==> src/rtl/ram_access_ctrl.sv <==
// Request sequencer for the 1Kx8 single-port RAM: registered RAM pin timing, programmable read
// latency capture and a response channel. Define RAM_BURST_EN for multi-beat fill/readback.
module ram_access_ctrl #(
   parameter int unsigned AW     = 10,
   parameter int unsigned DW     = 8,
   parameter int unsigned RD_LAT = 1
) (
   input  logic          i_clk,
   input  logic          i_rst,
   input  logic          i_req_valid,
   output logic          o_req_ready,
   input  logic          i_req_wr,
   input  logic [AW-1:0] i_req_addr,
   input  logic [DW-1:0] i_req_wdata,
   input  logic [3:0]    i_req_len,
   output logic          o_rsp_valid,
   output logic [DW-1:0] o_rsp_rdata,
   output logic          o_rsp_last,
   output logic          o_busy,
   output logic [AW-1:0] o_ram_addr,
   output logic [DW-1:0] o_ram_din,
   output logic          o_ram_wr,
   output logic          o_ram_cs,
   input  logic [DW-1:0] i_ram_dout
);

   typedef enum logic [1:0] {StIdle, StAccess, StWait, StCapture} state_e;

   state_e        r_state, w_state_d;
   logic          r_ready, r_busy, r_wr, w_wr_d;
   logic [AW-1:0] r_addr, w_addr_d;
   logic [DW-1:0] r_wdata, w_wdata_d;
   logic [1:0]    r_cnt, w_cnt_d;
   logic          r_ram_cs, r_ram_wr;
   logic          r_rsp_valid, r_rsp_last;
   logic [DW-1:0] r_rsp_rdata;
   logic          w_accept, w_next_beat, w_sample, w_last;

   assign w_accept = r_ready & i_req_valid;

`ifdef RAM_BURST_EN
   logic [3:0] r_beats, w_beats_d;

   // r_beats counts the beats still to run after the current one
   assign w_last = (r_beats == 4'd0);

   always_comb begin
      w_beats_d = r_beats;
      if (w_accept) begin
         w_beats_d = i_req_len;
      end else if (w_next_beat) begin
         w_beats_d = r_beats - 4'd1;
      end
   end

   always_ff @(posedge i_clk) begin
      if (i_rst) begin
         r_beats <= 4'd0;
      end else begin
         r_beats <= w_beats_d;
      end
   end
`else
   logic w_unused_len;
   assign w_unused_len = ^i_req_len;
   assign w_last       = 1'b1;
`endif

   always_comb begin
      w_state_d   = r_state;
      w_wr_d      = r_wr;
      w_addr_d    = r_addr;
      w_wdata_d   = r_wdata;
      w_cnt_d     = r_cnt;
      w_next_beat = 1'b0;
      unique case (r_state)
         StIdle: begin
            if (w_accept) begin
               w_state_d = StAccess;
               w_wr_d    = i_req_wr;
               w_addr_d  = i_req_addr;
               w_wdata_d = i_req_wdata;
            end
         end
         StAccess: begin
            if (!r_wr) begin
               if (RD_LAT == 0) begin
                  w_state_d = StCapture;
               end else begin
                  w_state_d = StWait;
                  w_cnt_d   = 2'(RD_LAT - 1);
               end
            end else if (w_last) begin
               w_state_d = StIdle;
            end else begin
               w_next_beat = 1'b1;
            end
         end
         StWait: begin
            if (r_cnt == 2'd0) begin
               w_state_d = StCapture;
            end else begin
               w_cnt_d = r_cnt - 2'd1;
            end
         end
         StCapture: begin
            if (w_last) begin
               w_state_d = StIdle;
            end else begin
               w_state_d   = StAccess;
               w_next_beat = 1'b1;
            end
         end
         default: w_state_d = StIdle;
      endcase
      if (w_next_beat) begin
         w_addr_d = r_addr + AW'(1);
      end
   end

   // CAPTURE is only entered on the edge where ram_dout is valid
   assign w_sample = (w_state_d == StCapture);

   always_ff @(posedge i_clk) begin
      if (i_rst) begin
         r_state     <= StIdle;
         r_ready     <= 1'b0;
         r_busy      <= 1'b0;
         r_wr        <= 1'b0;
         r_addr      <= '0;
         r_wdata     <= '0;
         r_cnt       <= 2'd0;
         r_ram_cs    <= 1'b0;
         r_ram_wr    <= 1'b0;
         r_rsp_valid <= 1'b0;
         r_rsp_last  <= 1'b0;
         r_rsp_rdata <= '0;
      end else begin
         r_state     <= w_state_d;
         r_ready     <= (w_state_d == StIdle);
         r_busy      <= (w_state_d != StIdle);
         r_wr        <= w_wr_d;
         r_addr      <= w_addr_d;
         r_wdata     <= w_wdata_d;
         r_cnt       <= w_cnt_d;
         r_ram_cs    <= (w_state_d == StAccess);
         r_ram_wr    <= (w_state_d == StAccess) & w_wr_d;
         r_rsp_valid <= w_sample;
         r_rsp_last  <= w_sample & w_last;
         if (w_sample) begin
            r_rsp_rdata <= i_ram_dout;
         end
      end
   end

   assign o_req_ready = r_ready;
   assign o_busy      = r_busy;
   assign o_ram_cs    = r_ram_cs;
   assign o_ram_wr    = r_ram_wr;
   assign o_ram_addr  = r_addr;
   assign o_ram_din   = r_wdata;
   assign o_rsp_valid = r_rsp_valid;
   assign o_rsp_last  = r_rsp_last;
   assign o_rsp_rdata = r_rsp_rdata;

endmodule

==> config.mk <==
export PLATFORM = sky130hd
export DESIGN_NAME = ram_access_ctrl
export DESIGN_NICKNAME = d
export VERILOG_FILES = /design/src/rtl/ram_access_ctrl.sv
export SDC_FILE = /design/constraint.sdc
export NUM_CORES = 1
export LEC_CHECK = 0
export ABC_AREA = 1
export BUFFER_PORTS_ARGS = -buffer_cell sky130_fd_sc_hd__buf_2
export CAP_MARGIN = 20
export CORE_AREA = 2 2 70 72
export CTS_BUF_LIST = sky130_fd_sc_hd__clkbuf_4 sky130_fd_sc_hd__clkbuf_8 sky130_fd_sc_hd__clkbuf_16
export CTS_CLUSTER_DIAMETER = 200
export CTS_CLUSTER_SIZE = 12
export DETAILED_ROUTE_END_ITERATION = 8
export DIE_AREA = 0 0 72 74
export GPL_TIMING_DRIVEN = 0
export PLACE_DENSITY = 0.61
export SLEW_MARGIN = 5
export SYNTH_ARGS = -nofsm -noshare
export SYNTH_HDL_FRONTEND = slang
export SYNTH_SLANG_ARGS = --single-unit
==> constraint.sdc <==
create_clock -name i_clk -period 1.65 [get_ports i_clk]
set_input_delay 0.165 -clock i_clk [delete_from_list [all_inputs] [get_ports i_clk]]
set_output_delay 0.165 -clock i_clk [all_outputs]
set_load 0.005 [all_outputs]
Word level (Yosys, flattened, before mapping)
Cells that the tools add are included.
{"block": "totals", "in_bits": 34, "output_inout_bits": 32, "regBits": 36, "wordCells": 37}
{"block": "classes", "bitwise": 2, "eq_ne": 7, "n_mux": 9, "n_addsub": 1, "n_reduce_logical": 7}
{"cell": "2-bit two-way mux", "n": 5}
{"cell": "2-bit one-hot mux with 4 select lines", "n": 1}
{"cell": "2-bit equality test (second input constant)", "n": 3}
{"cell": "2-bit logical NOT", "n": 3}
{"cell": "2-bit by 1-bit equality test with 1-bit output (second input constant)", "n": 2}
{"cell": "2-bit != test (second input constant)", "n": 2}
{"cell": "2-bit one-hot mux with 2 select lines", "n": 1}
{"cell": "2-bit nonzero test", "n": 2}
{"cell": "3-bit AND reduction", "n": 1}
{"cell": "1-bit AND", "n": 2}
{"cell": "1-bit two-way mux", "n": 2}
{"cell": "2-bit AND reduction", "n": 1}
{"cell": "2-bit by 1-bit subtractor with 2-bit output (second input constant)", "n": 1}

Longest topological paths before layout
{"block": "logic_depth", "ltp_word": 5, "ltp_mapped": 9, "ltp_nobuf": 9}

Least setup slack after synthesis
OpenSTA, ideal clock, no wires.
{"block": "synth_path", "path_kind": "reg-to-reg", "from": "register r_state[0]", "to": "register r_rsp_rdata[0] (netlist: o_rsp_rdata[0])", "period_less_slack_ns": 1.284, "setup_slack_ns": 0.366, "arrival_time_ns": 1.172, "n_path_buf": 0, "setup_ns": 0.113, "required_time_ns": 1.537, "stages_incl_launch_ff": 9, "path_cell_list": "dfxtp_1 > inv_1 > ha_1 > inv_2 > nand3_1 > nand2_2 > nand3_1 > nand2_1 > nor2_1"}
{"block": "synth_via", "elab_chain_cells": 3, "word_cells_on_any_way": 8, "classes_between": "eq/ne (4); mux (3); reduce/logical (1)"}
{"element": "from (decl)", "line": "29", "rtl": "state_e r_state, w_state_d;"}
{"element": "from (signal assigned)", "line": "126", "rtl": "r_state <= StIdle;"}
{"element": "from (signal assigned)", "line": "139", "rtl": "r_state <= w_state_d;"}
{"element": "2-bit equality test (tied with other cells)", "line": "76", "rtl": "unique case (r_state)"}
{"element": "2-bit one-hot mux with 4 select lines (*)", "line": "76"}
{"element": "2-bit equality test (*)", "line": "122", "rtl": "assign w_sample = (w_state_d == StCapture);"}
{"element": "to (signal assigned)", "line": "151", "rtl": "r_rsp_rdata <= i_ram_dout;"}
{"element": "to (decl)", "line": "36", "rtl": "logic [DW-1:0] r_rsp_rdata;"}
Every way passes the cells marked *; elsewhere a longest branch is shown, timed or not.
A chain may end at the register's enable or synchronous reset.

Worst setup path after layout
{"block": "layout_path", "from": "register r_state[0]", "to": "register r_rsp_rdata[4] (netlist: o_rsp_rdata[4])"}
The elaborated chain is that of the path after synthesis.

==> results.md <==
- Comb power frac: 0.335
- Crit-path max FO: 10
- Max incr delay on CP: 0.38 ns
- Clock insertion delay at the later pin of the skew report: 0.28 ns
- Cts bufs inserted: 5
- CP Cell Sequence: inv_1, ha_1, inv_2, nand3_1, nand2_2, nand3_1, nand2_1, nor2_1
- Count of cell types in the netlist: 18
- Area Growth Syn to Fin: 35.97%
- VDD IR max: 0.0005596 V
- Dpl ws: 0.1789 ns
- Fin. Hold Viols: 0
- Clk_skew: 0.004596 ns
- Die W: 72 um
- Congestion Overflow GR: 0
- Fillers: 497
- FF-to-FF path depth: 8
- Slew at the pin closest to its max-slew limit: 0.4496 ns
- Initial antenna violation count: 0
- Commonest non-fill, non-tap cell in the layout: buf_2
- Status: finished, final reports clean
- Post-route antenna net violation count: 0
- H-Tree Depth: 2
- Iter 0 DRT Violations: 53
- Core area: 0.004598 mm^2
- R2R Setup Slk: 0.15 ns
- First-pass GRT wire length: 5395 um
- Leak: 1.019 nW
- GR Util All Layers: 0.1307
- Final WS setup: 0.1474 ns
- Sequential-to-total area share from yosys stat: 0.4898
- Reg power frac: 0.344
- Post-layout net count: 302
- Die Span Y: 74 um
- Setup TNS: 0 ns
- Seq cells post-synth: 36
- Vias post-DR: 1381
- Slew Viols, Final: 0
- PortBufs: 60
- Drc violations: 0
- Clk sinks: 36
- Sw frac: 0.3251
- Reg area: 720.7 um^2
- Multi-input gate area: 644.4 um^2
- # IOs: 66
- Hold Path End: o_ram_addr[7]$_SDFFE_PP0P_
- R2r endpoint: o_rsp_rdata[4]$_SDFFE_PP0N_
- Hold Crit Class: primary input to register
- Sw power: 1.079 mW
- Iteration count of the initial detailed-routing pass: 4
- Post-layout min period: 1.503 ns
- Total wire length: 3258 um
- Share of layout cells above drive strength 1: 0.3182
- Final core occ: 0.4351
- Top delay family on crit path: simple AND/OR/NAND/NOR gates
- Slowest cell on the critical path: dfxtp_1
- Worst-path clk slew: 0.07 ns
- Post-CTS Setup Bufs: 0
- Final setup fails: 0
- Max_slew headroom: 0.7003
- Most frequent cells in the layout: buf_2 (63), nand2_1 (61), dfxtp_1 (36), nor2_1 (24), a21oi_1 (21)
- Post-Syn Area per Cell: 7.507 um^2
- CTS tree: done
- Setup CP Type: register to register
- Fin cells: 318
- Crit share post-route: 0.9107
- YS warnings: 0
- Post-synthesis cell count: 196
- PD cells: 1660 mW/mm^2
- Clock group share of total power: 0.321
- Largest net degree at the start of global routing: 13
- Crit path DAT: 1.69 ns
- Dpl cells: 310
- Vias in the first global route: 1193
- WP buf/inv: 2
- DP Wirelength: 2387 um
- Max Cap Violations: 0
- Root buf cell: clkbuf_8
- Synth Net Count: 235
- Die area: 0.005328 mm^2
- Startpoint Class: register
- Routability Congestion: 0.8180
- DR vias/cell: 4.343
- WL/cell: 10.25 um
- P_int: 2.241 mW
- Critical path endpoint category: register
- Initial Utilization: 0.3200
- Hold-critical path depth: 3
- Netlist area before placement: 0.001471 mm^2
- Max Freq: 665.5 MHz
- RR Startpoint: r_state[0]$_SDFF_PP0_
- Hold Startpoint: i_req_addr[7]
- Site Rows: 25
- Worst endpoint required time: 1.84 ns
- RSZ-0062 raised after global routing: no
- Antenna Cells: 0
- Most frequent cell on the critical path: nand3_1
- Deepest clock path buffer count: 2
-- how the worst max path moves through the flow --
stage | depth (start not counted) | endpoint | startpoint | slack [ns]
final | 8 | o_rsp_rdata[4]$_SDFFE_PP0N_ | r_state[0]$_SDFF_PP0_ | 0.15
after global routing | 8 | o_rsp_rdata[6]$_SDFFE_PP0N_ | r_state[0]$_SDFF_PP0_ | 0.01
after global placement | 8 | o_rsp_rdata[4]$_SDFFE_PP0N_ | r_state[0]$_SDFF_PP0_ | 0.17
after floorplan | 8 | o_rsp_rdata[0]$_SDFFE_PP0N_ | r_state[0]$_SDFF_PP0_ | 0.37
after CTS | 8 | o_rsp_rdata[4]$_SDFFE_PP0N_ | r_state[0]$_SDFF_PP0_ | 0.14
after detailed placement | 8 | o_rsp_rdata[4]$_SDFFE_PP0N_ | r_state[0]$_SDFF_PP0_ | 0.18
-- through the flow --
stage	area, um^2	power, mW	hold slack [ns]
floorplan	1471	1.934	0.3079
global placement	1839	2.277	0.4160
detailed placement	1839	2.290	0.4230
CTS	1998	3.379	0.1080
global route	2001	3.578	0.1134
finish	2001	3.320	0.1190
-- state kept, by name, summed over array words and instances (netlist names) --
signal,cells
o_req_ready,1
r_wr,1
o_ram_addr,10
o_busy,1
o_rsp_last,1
r_state,2
o_ram_wr,1
o_ram_cs,1
o_rsp_rdata,8
r_cnt,2
o_ram_din,8
-- layout make-up --
cell class / count / area share
Inverter: 19 / 0.03565
Clock buffer: 5 / 0.03440
Tap cell: 54 / 0.03377
Timing Repair Buffer: 60 / 0.1501
Clock inverter: 3 / 0.04503
Buffer: 7 / 0.01876
Multi-Input combinational cell: 134 / 0.3221
Sequential cell: 36 / 0.3602
-- repair_timing --
item                       CTS  global route
setup endpoints to repair    0             2
hold buffers                 0             0
resized for setup            0             1
-- power by group through the flow --
stage	Combinational (mW)	Sequential, mW	Clock [mW]
3_5_place_dp	1.13	1.16	0
6_report	1.11	1.14	1.07
3_3_place_gp	1.12	1.16	0
5_1_grt	1.28	1.17	1.14
4_1_cts	1.13	1.14	1.10
2_1_floorplan	0.764	1.17	0
-- synthesized netlist by cell type --
master,instances,share of area
nand2_2,2,0.0085
nand2_4,2,0.015
inv_2,3,0.0077
o21ai_0,1,0.0034
nor2_1,24,0.061
nand3_2,2,0.014
nor2_8,1,0.014
dfxtp_1,36,0.49
clkbuf_1,2,0.0051
buf_2,3,0.010
nand2_1,61,0.16
buf_4,2,0.010
ha_1,5,0.043
inv_1,15,0.038
a21oi_1,21,0.071
nand3_1,13,0.044
nor3_1,2,0.0068
clkinv_1,1,0.0025
-- kinds of logic (layout without fill, tap and decap cells) --
group	after synthesis	in the layout	share of synthesized area
AND/OR/NAND/NOR	107	107	0.3189
buffers and inverters	26	94	0.07397
AO/OA/AOI/OAI	22	22	0.07483
adder cells (fa/ha/maj)	5	5	0.04252
flip-flops	36	36	0.4898
-- worst register-to-register path, cell delays in order (launching register included) --
cell and delay (ns):
dfxtp_1 0.38, inv_1 0.13, ha_1 0.28, inv_2 0.11
nand3_1 0.10, nand2_2 0.18, nand3_1 0.11, nand2_1 0.07
nor2_1 0.05
-- per-layer routing --
layer | global-route usage | vias to the layer above | share of wire
met5 | 0 | - | 0
met3 | 0.04065 | 8 | 0.056
met2 | 0.2212 | 38 | 0.47
met1 | 0.1532 | 595 | 0.46
li1 | - | 740 | -
met4 | 0.05870 | 0 | 0.017
(Power assumes the default switching activity.)
